==> config.mk <==
export PLATFORM = sky130hd
export DESIGN_NAME = inst_loader
export DESIGN_NICKNAME = d
export VERILOG_FILES = /design/src/rtl/inst_loader.sv
export SDC_FILE = /design/constraint.sdc
export NUM_CORES = 1
export LEC_CHECK = 0
export BUFFER_PORTS_ARGS = -buffer_cell sky130_fd_sc_hd__clkbuf_2
export CORE_UTILIZATION = 59
export DETAILED_ROUTE_END_ITERATION = 10
export PLACE_DENSITY = 0.81
export SLEW_MARGIN = 20
export SYNTH_ARGS = -nofsm -noshare
export SYNTH_HDL_FRONTEND = slang
export SYNTH_SLANG_ARGS = --single-unit
==> constraint.sdc <==
create_clock -name i_Clk -period 3.2 [get_ports i_Clk]
set_clock_uncertainty 0.15 [all_clocks]
set_input_delay 0.32 -clock i_Clk [delete_from_list [all_inputs] [get_ports i_Clk]]
set_output_delay 0.32 -clock i_Clk [all_outputs]
set_load 0.05 [all_outputs]
==> src/rtl/inst_loader.sv <==
// Instruction ROM loader: parses a framed program image from a UART byte stream
// and issues word writes to the ROM write port, holding the core for the duration.
module inst_loader #(
   parameter logic [31:0] BASE_ADDR   = 32'h0,
   parameter int unsigned MAX_WORDS   = 1024,
   parameter int unsigned TIMEOUT_CYC = 100000
) (
   input  logic        i_Clk,
   input  logic        i_reset,
   input  logic        i_rx_valid,
   input  logic [7:0]  i_rx_byte,
   output logic        o_rom_we,
   output logic [31:0] o_rom_w_addr,
   output logic [31:0] o_rom_w_data,
   output logic        o_core_hold,
   output logic        o_done,
   output logic        o_err
);

   localparam int unsigned LEN_W = 16;
   localparam int unsigned TMR_W = $clog2(TIMEOUT_CYC + 1);

   localparam logic [7:0]       SYNC_BYTE = 8'hA5;
   localparam logic [TMR_W-1:0] TMR_LAST  = TMR_W'(TIMEOUT_CYC - 1);

   localparam logic [2:0] S_IDLE = 3'd0;
   localparam logic [2:0] S_LEN0 = 3'd1;
   localparam logic [2:0] S_LEN1 = 3'd2;
   localparam logic [2:0] S_DATA = 3'd3;
   localparam logic [2:0] S_CSUM = 3'd4;

   logic [2:0]       state_q, state_d;
   logic [LEN_W-1:0] len_q, len_d;
   logic [LEN_W-1:0] idx_q, idx_d;
   logic [1:0]       lane_q, lane_d;
   logic [23:0]      word_q, word_d;
   logic [7:0]       csum_q, csum_d;
   logic [TMR_W-1:0] tmr_q, tmr_d;

   logic        we_d;
   logic [31:0] addr_d;
   logic [31:0] data_d;
   logic        hold_d;
   logic        done_d;
   logic        err_d;

   logic [7:0]       csum_sum;
   logic [LEN_W-1:0] len_full;
   logic             timeout;

   // State and output registers
   always_ff @(posedge i_Clk or negedge i_reset) begin
      if (!i_reset) begin
         state_q      <= S_IDLE;
         len_q        <= '0;
         idx_q        <= '0;
         lane_q       <= '0;
         word_q       <= '0;
         csum_q       <= '0;
         tmr_q        <= '0;
         o_rom_we     <= 1'b0;
         o_rom_w_addr <= '0;
         o_rom_w_data <= '0;
         o_core_hold  <= 1'b0;
         o_done       <= 1'b0;
         o_err        <= 1'b0;
      end else begin
         state_q      <= state_d;
         len_q        <= len_d;
         idx_q        <= idx_d;
         lane_q       <= lane_d;
         word_q       <= word_d;
         csum_q       <= csum_d;
         tmr_q        <= tmr_d;
         o_rom_we     <= we_d;
         o_rom_w_addr <= addr_d;
         o_rom_w_data <= data_d;
         o_core_hold  <= hold_d;
         o_done       <= done_d;
         o_err        <= err_d;
      end
   end

   // Frame parser: next state, counters and next output values
   always_comb begin
      state_d  = state_q;
      len_d    = len_q;
      idx_d    = idx_q;
      lane_d   = lane_q;
      word_d   = word_q;
      csum_d   = csum_q;
      tmr_d    = tmr_q;
      we_d     = 1'b0;
      addr_d   = o_rom_w_addr;
      data_d   = o_rom_w_data;
      hold_d   = o_core_hold;
      done_d   = o_done;
      err_d    = o_err;

      csum_sum = csum_q + i_rx_byte;
      len_full = {i_rx_byte, len_q[7:0]};
      timeout  = (state_q != S_IDLE) && !i_rx_valid && (tmr_q == TMR_LAST);

      // Inter-byte idle timer, only meaningful inside a frame
      if (state_q != S_IDLE) begin
         if (i_rx_valid) begin
            tmr_d = '0;
         end else begin
            tmr_d = tmr_q + TMR_W'(1);
         end
      end

      if (timeout) begin
         state_d = S_IDLE;
         tmr_d   = '0;
         err_d   = 1'b1;
         hold_d  = 1'b0;
      end else if (i_rx_valid) begin
         case (state_q)
            S_IDLE: begin
               if (i_rx_byte == SYNC_BYTE) begin
                  state_d = S_LEN0;
                  hold_d  = 1'b1;
                  done_d  = 1'b0;
                  err_d   = 1'b0;
                  csum_d  = '0;
                  tmr_d   = '0;
               end
            end
            S_LEN0: begin
               len_d   = {8'h00, i_rx_byte};
               csum_d  = csum_sum;
               state_d = S_LEN1;
            end
            S_LEN1: begin
               len_d  = len_full;
               csum_d = csum_sum;
               idx_d  = '0;
               lane_d = '0;
               if (len_full == '0) begin
                  state_d = S_CSUM;
               end else if (32'(len_full) > MAX_WORDS) begin
                  state_d = S_IDLE;
                  tmr_d   = '0;
                  err_d   = 1'b1;
                  hold_d  = 1'b0;
               end else begin
                  state_d = S_DATA;
               end
            end
            S_DATA: begin
               csum_d = csum_sum;
               lane_d = lane_q + 2'd1;
               case (lane_q)
                  2'd0: word_d[7:0]   = i_rx_byte;
                  2'd1: word_d[15:8]  = i_rx_byte;
                  2'd2: word_d[23:16] = i_rx_byte;
                  2'd3: begin
                     we_d   = 1'b1;
                     addr_d = BASE_ADDR + {14'd0, idx_q, 2'b00};
                     data_d = {i_rx_byte, word_q};
                     idx_d  = idx_q + LEN_W'(1);
                     if (idx_q == len_q - LEN_W'(1)) begin
                        state_d = S_CSUM;
                     end
                  end
               endcase
            end
            S_CSUM: begin
               state_d = S_IDLE;
               tmr_d   = '0;
               hold_d  = 1'b0;
               if (csum_sum == 8'h00) begin
                  done_d = 1'b1;
               end else begin
                  err_d = 1'b1;
               end
            end
            default: begin
               state_d = S_IDLE;
               hold_d  = 1'b0;
            end
         endcase
      end
   end

endmodule
# Yosys cells after proc, flatten, opt, wreduce, memory -nomap -nowiden
# Index checks and enable logic that the tools add are counted.
dict set report word_totals {
  word_cells 114
  ff_bits 138
  out_inout_bits 68
}
dict set report classes {
  order_cmp 1
  eq_ne 20
  reduce_logical 29
  addsub 5
  bitwise_logic 2
  muxes 41
}
# operator count
set op_table {}
lappend op_table {{17-bit 2-to-1 mux} 7}
lappend op_table {{16-bit one-hot mux with 2 select lines} 2}
lappend op_table {{17-bit one-hot mux with 3 select lines} 1}
lappend op_table {{4-bit AND reduction} 8}
lappend op_table {{3-bit 2-to-1 mux} 6}
lappend op_table {{3-bit inequality test (second input constant)} 6}
lappend op_table {{17-bit by 1-bit adder with 17-bit output (second input constant)} 1}
lappend op_table {{17-bit equality test (second input constant)} 1}
lappend op_table {{16-bit by 1-bit adder with 16-bit output (second input constant)} 1}
lappend op_table {{16-bit equality test} 1}
lappend op_table {{16-bit by 11-bit greater-than comparator with 1-bit output (second input constant)} 1}
lappend op_table {{16-bit zero test} 1}
lappend op_table {{1-bit 2-to-1 mux} 16}
lappend op_table {{16-bit 2-to-1 mux} 1}
lappend op_table {{8-bit one-hot mux with 2 select lines} 1}
lappend op_table {{16-bit by 1-bit subtractor with 16-bit output (second input constant)} 1}
lappend op_table {{3-bit one-hot mux with 4 select lines} 1}
lappend op_table {{5-bit AND reduction} 2}
lappend op_table {{2-bit nonzero test} 5}
lappend op_table {{8-bit adder} 1}
lappend op_table {{8-bit equality test (second input constant)} 1}
lappend op_table {{8-bit zero test} 1}
lappend op_table {{8-bit 2-to-1 mux} 1}
lappend op_table {{3-bit by 2-bit equality test with 1-bit output (second input constant)} 2}
lappend op_table {{22 further kinds} 29}

# Depth between registers and ports, before layout
dict set report depth {
  depth_word 8
  ltp_mapped 10
  depth_no_buf 9
}

# Worst setup path after synthesis
# OpenSTA, ideal clock, no wires.
dict set report synth_path {
  path_kind {register -> register}
  startpoint {register csum_q[0]}
  endpoint {register o_err}
  required_time_ns 2.930
  arrival_ns 2.343
  period_less_slack_ns 2.614
  setup_slack_ns 0.586
  path_stages_with_launch 10
  setup_ns 0.120
  cell_sequence {dfrtp_1 -> ha_1 -> fa_1 -> a21o_1 -> a21oi_2 -> o21ai_1 -> a21oi_1 -> xnor2_1 -> or4b_1 -> a41o_1}
}
dict set report synth_via {
  elab_chain_len 4
}
# item line
set synth_lines {}
lappend synth_lines {{start, declared} 37} ;# logic [7:0] csum_q, csum_d;
lappend synth_lines {{start signal, assigned} 73} ;# csum_q <= csum_d;
lappend synth_lines {{8-bit adder} 100} ;# csum_sum = csum_q + i_rx_byte;
lappend synth_lines {{8-bit zero test} 173} ;# if (csum_sum == 8'h00) begin
lappend synth_lines {{3-bit inequality test (no source line)} -}
lappend synth_lines {{6-bit AND reduction (no source line)} -}
lappend synth_lines {{end signal, assigned} 80} ;# o_err <= err_d;
lappend synth_lines {{end, declared} 17} ;# output logic o_err
# Every way passes these cells.
# A chain may end at the register's enable or synchronous reset.

# Final worst setup path
# Same ends and word-level chain as after synthesis.

==> flow_summary.toml <==
[floorplanning]
core_area_mm2 = 0.0110
ios = 79
rows = 38
die_w_um = 109
initial_utilization_pct = 61.6
dieHeight_um = 109
dieArea_mm2 = 0.0119

[drt]
drtPass1Iterations = 5
antenna_left = 0
drc = 0
drt-initial-drc-count = 415
avgViaCountPerCell = 5.94
routed_wl_um = 14600
post_drt_wl_per_cell_um = 17.6
vias = 4921

[power]
swShare_pct = 33.0
ir_worst_vdd_uv = 476
p_comb_share_pct = 27.3
p_clk_share_pct = 35.1
power-per-cell-area_mw_per_mm2 = 786
power.leakage_nw = 3.84
p_int_mw = 4.12
p_switching_mw = 2.03
p_seq_share_pct = 37.6

[worst_setup_path]
crit_type = "register to register"
crit_path_end_kind = "register"
crit_path_max_fanout = 2
critPathLaunchType = "register"
arrival_ns = 2.91
critPathRequiredTime_ns = 3.36

[clock_network]
clockRootBuffer = "clkbuf_16"
cts.reportedPaths.clkPinSlew_ns = 0.06
cts.sinks = 138
clockBufferDepth = 2
cts_tree = "yes"
postCtsSetupBuffers = 0
ctsHtreeMaxLevel = 4
insertion_delay_ns = 0.43
cts-buffers-inserted = 17

[timing]
post-route-period-util_pct = 85.8
worst_pin_slew_ns = 1.00
fin_crit_ns = 2.75
finalSetupViolCount = 0
fin_setup_tns_ns = 0
slew_headroom_pct = 33.0
whs_ns = 0.106
hold_violations = 0
clock.fmax_mhz = 364
drv_slew = 0
rsz0062_at_grt = "false"

[grt]
grtUsageTotal_pct = 26.3
grt-ovfl-total = 0
grt_pass1_vias = 4914
grt_max_degree = 77
antenna_found_initial = 0
grt_pass1_wl_um = 23700

[place]
hpwl_um = 9750
io_buffers = 62
place_congestion = 0.876
place_area_mm2 = 0.00716

[outcome]
status = "finished clean"

[synthesis]
syn_area_mm2 = 0.00676
ys_seq_area_share_pct = 51.1
netlist_instances = 610
yosys.area.top_type_share_pct = 51.1
yosysWarnings = 0
synth_cell_type_count = 62
synth_top_area_cell = "dfrtp_1"
synth_edf_count = 0
synthTopCellsByArea = "dfrtp_1 (51%), mux2_2 (10%), xor2_1 (3.8%)"
synth_async_sr_flop_share_pct = 100
syn_avg_cell_area_um2 = 11.1
yosys_register_bits = 138
ys.flop_type = "dfrtp_1"

[layout]
final_area_mm2 = 0.00782
drive_above_1_share_pct = 25.5
nets = 704
num_antenna_cells = 0
area_growth_pct = 15.6
post-route-util_pct = 71.2

[run]
maxCapViolations = 0

[worst_hold_path]
worstHoldPathType = "primary input to register"
## kinds of logic after synthesis
kind of cell               Yosys count  share of synthesized area [%]
muxes                               78                           12.9
AOI/OAI and AO/OA                   78                           7.59
adders and majority gates           16                           3.07
and+or+nand+nor                    185                           13.7
DFF                                138                           51.1
xor gates and xnor gates            55                           7.12
buffers and inverters               59                           4.48
other                                1                         0.0555
## worst paths after layout
path | startpoint | end | slack [ns] | cells after the start
hold reg to reg | word_q[1]$_DFFE_PN0P_ | o_rom_w_data[1]$_DFFE_PN0P_ | 0.34 | 1
max in group asynchronous | i_reset | csum_q[3]$_DFFE_PN0P_ | 1.76 | 3
hold / removal | i_rx_byte[2] | len_q[10]$_DFFE_PN0P_ | 0.11 | 3
min in group asynchronous | i_reset | o_rom_w_addr[10]$_DFFE_PN0P_ | 0.36 | 2
setup / recovery | csum_q[0]$_DFFE_PN0P_ | o_err$_DFFE_PN0P_ | 0.45 | 9
setup reg to reg | csum_q[0]$_DFFE_PN0P_ | o_err$_DFFE_PN0P_ | 0.45 | 9
## critical path, stage by stage, from the launching register on
cell and delay, ns:
dfrtp_1 0.37, ha_1 0.21, fa_1 0.42, a21o_1 0.19, a21oi_2 0.16, o21ai_1 0.07
a21oi_1 0.17, xnor2_1 0.10, or4b_1 0.53, a41o_1 0.25
## through the flow
| stage | setup slack [ns] | instances | total power, mW |
|---|---|---|---|
| after global placement | 0.308 | 797 | 3.87 |
| after CTS | 0.459 | 829 | 6.16 |
| final | 0.453 | 829 | 6.15 |
| after global routing | 0.295 | 829 | 6.46 |
| after floorplan | 0.586 | 625 | 3.59 |
| after detailed placement | 0.256 | 797 | 3.98 |
## power groups by stage
stage / Clock [mW] / Combinational (mW) / Sequential (mW)
floorplan: 0 / 1.29 / 2.30
global placement: 0 / 1.56 / 2.31
detailed placement: 0 / 1.65 / 2.33
finish: 2.16 / 1.68 / 2.31
global route: 2.26 / 1.85 / 2.35
CTS: 2.19 / 1.67 / 2.31
## flip-flops by register name, summed over array words and instances, names as in the netlist
| signal | flops |
|---|---|
| state_q | 3 |
| o_core_hold | 1 |
| o_rom_we | 1 |
| o_done | 1 |
| idx_q | 16 |
| lane_q | 2 |
| csum_q | 8 |
| o_err | 1 |
| o_rom_w_data | 32 |
| tmr_q | 17 |
| word_q | 24 |
| o_rom_w_addr | 16 |
| len_q | 16 |
## metal layers
layer / vias to the layer above / wire length, um / track usage [%]
li1: 2247 / - / -
met1: 2472 / 6270 / 32.9
met2: 170 / 7200 / 42.9
met3: 32 / 804 / 7.35
met4: 0 / 324 / 11.3
met5: - / 0 / 0
## synth_stat cells, drive strengths merged, types with 6 or more instances
master    n
dfrtp   138
mux2     75
nor2     51
nand2    46
nand3    36
xor2     29
o21ai    27
buf      26
xnor2    26
inv      22
ha       15
a21oi    14
nand4    13
clkbuf   11
nor3     10
a21o      7
and3      6
nor4      6
## placed cells by master, fill, tap and decap left out, drive strengths merged, types with 2 or more instances in the layout
cell type,count
clkinv,3
nand3,36
or2,2
a22o,4
nor4,6
a31o,2
nor2,51
mux2i,3
nand2,46
xor2,29
o21ai,27
buf,8
nand2b,2
mux2,75
bufinv,5
clkinvlp,2
a31oi,5
o211ai,3
or4,2
nor3b,3
o21bai,2
or3,3
ha,15
inv,22
xnor2,26
a21o,7
clkbuf,82
nand4,13
and3,6
conb,16
o31ai,3
dfrtp,138
a21oi,14
nor3,10
## timing repair
item | in CTS | in global routing
gates resized for setup | 0 | 0
endpoints found under the setup margin | 0 | 0
hold buffers | 1 | 0
hold endpoints to repair | 75 | 0
## cell type report
type	instances	area, um2
Tap cell	140	175
Multi-Input combinational cell	428	3060
Clock buffer	21	460
Clock inverter	10	191
Sequential cell	138	3450
Timing Repair Buffer	70	392
Fill cell	783	3170
Inverter	22	82.6
Power figures use the tool's default switching activity.
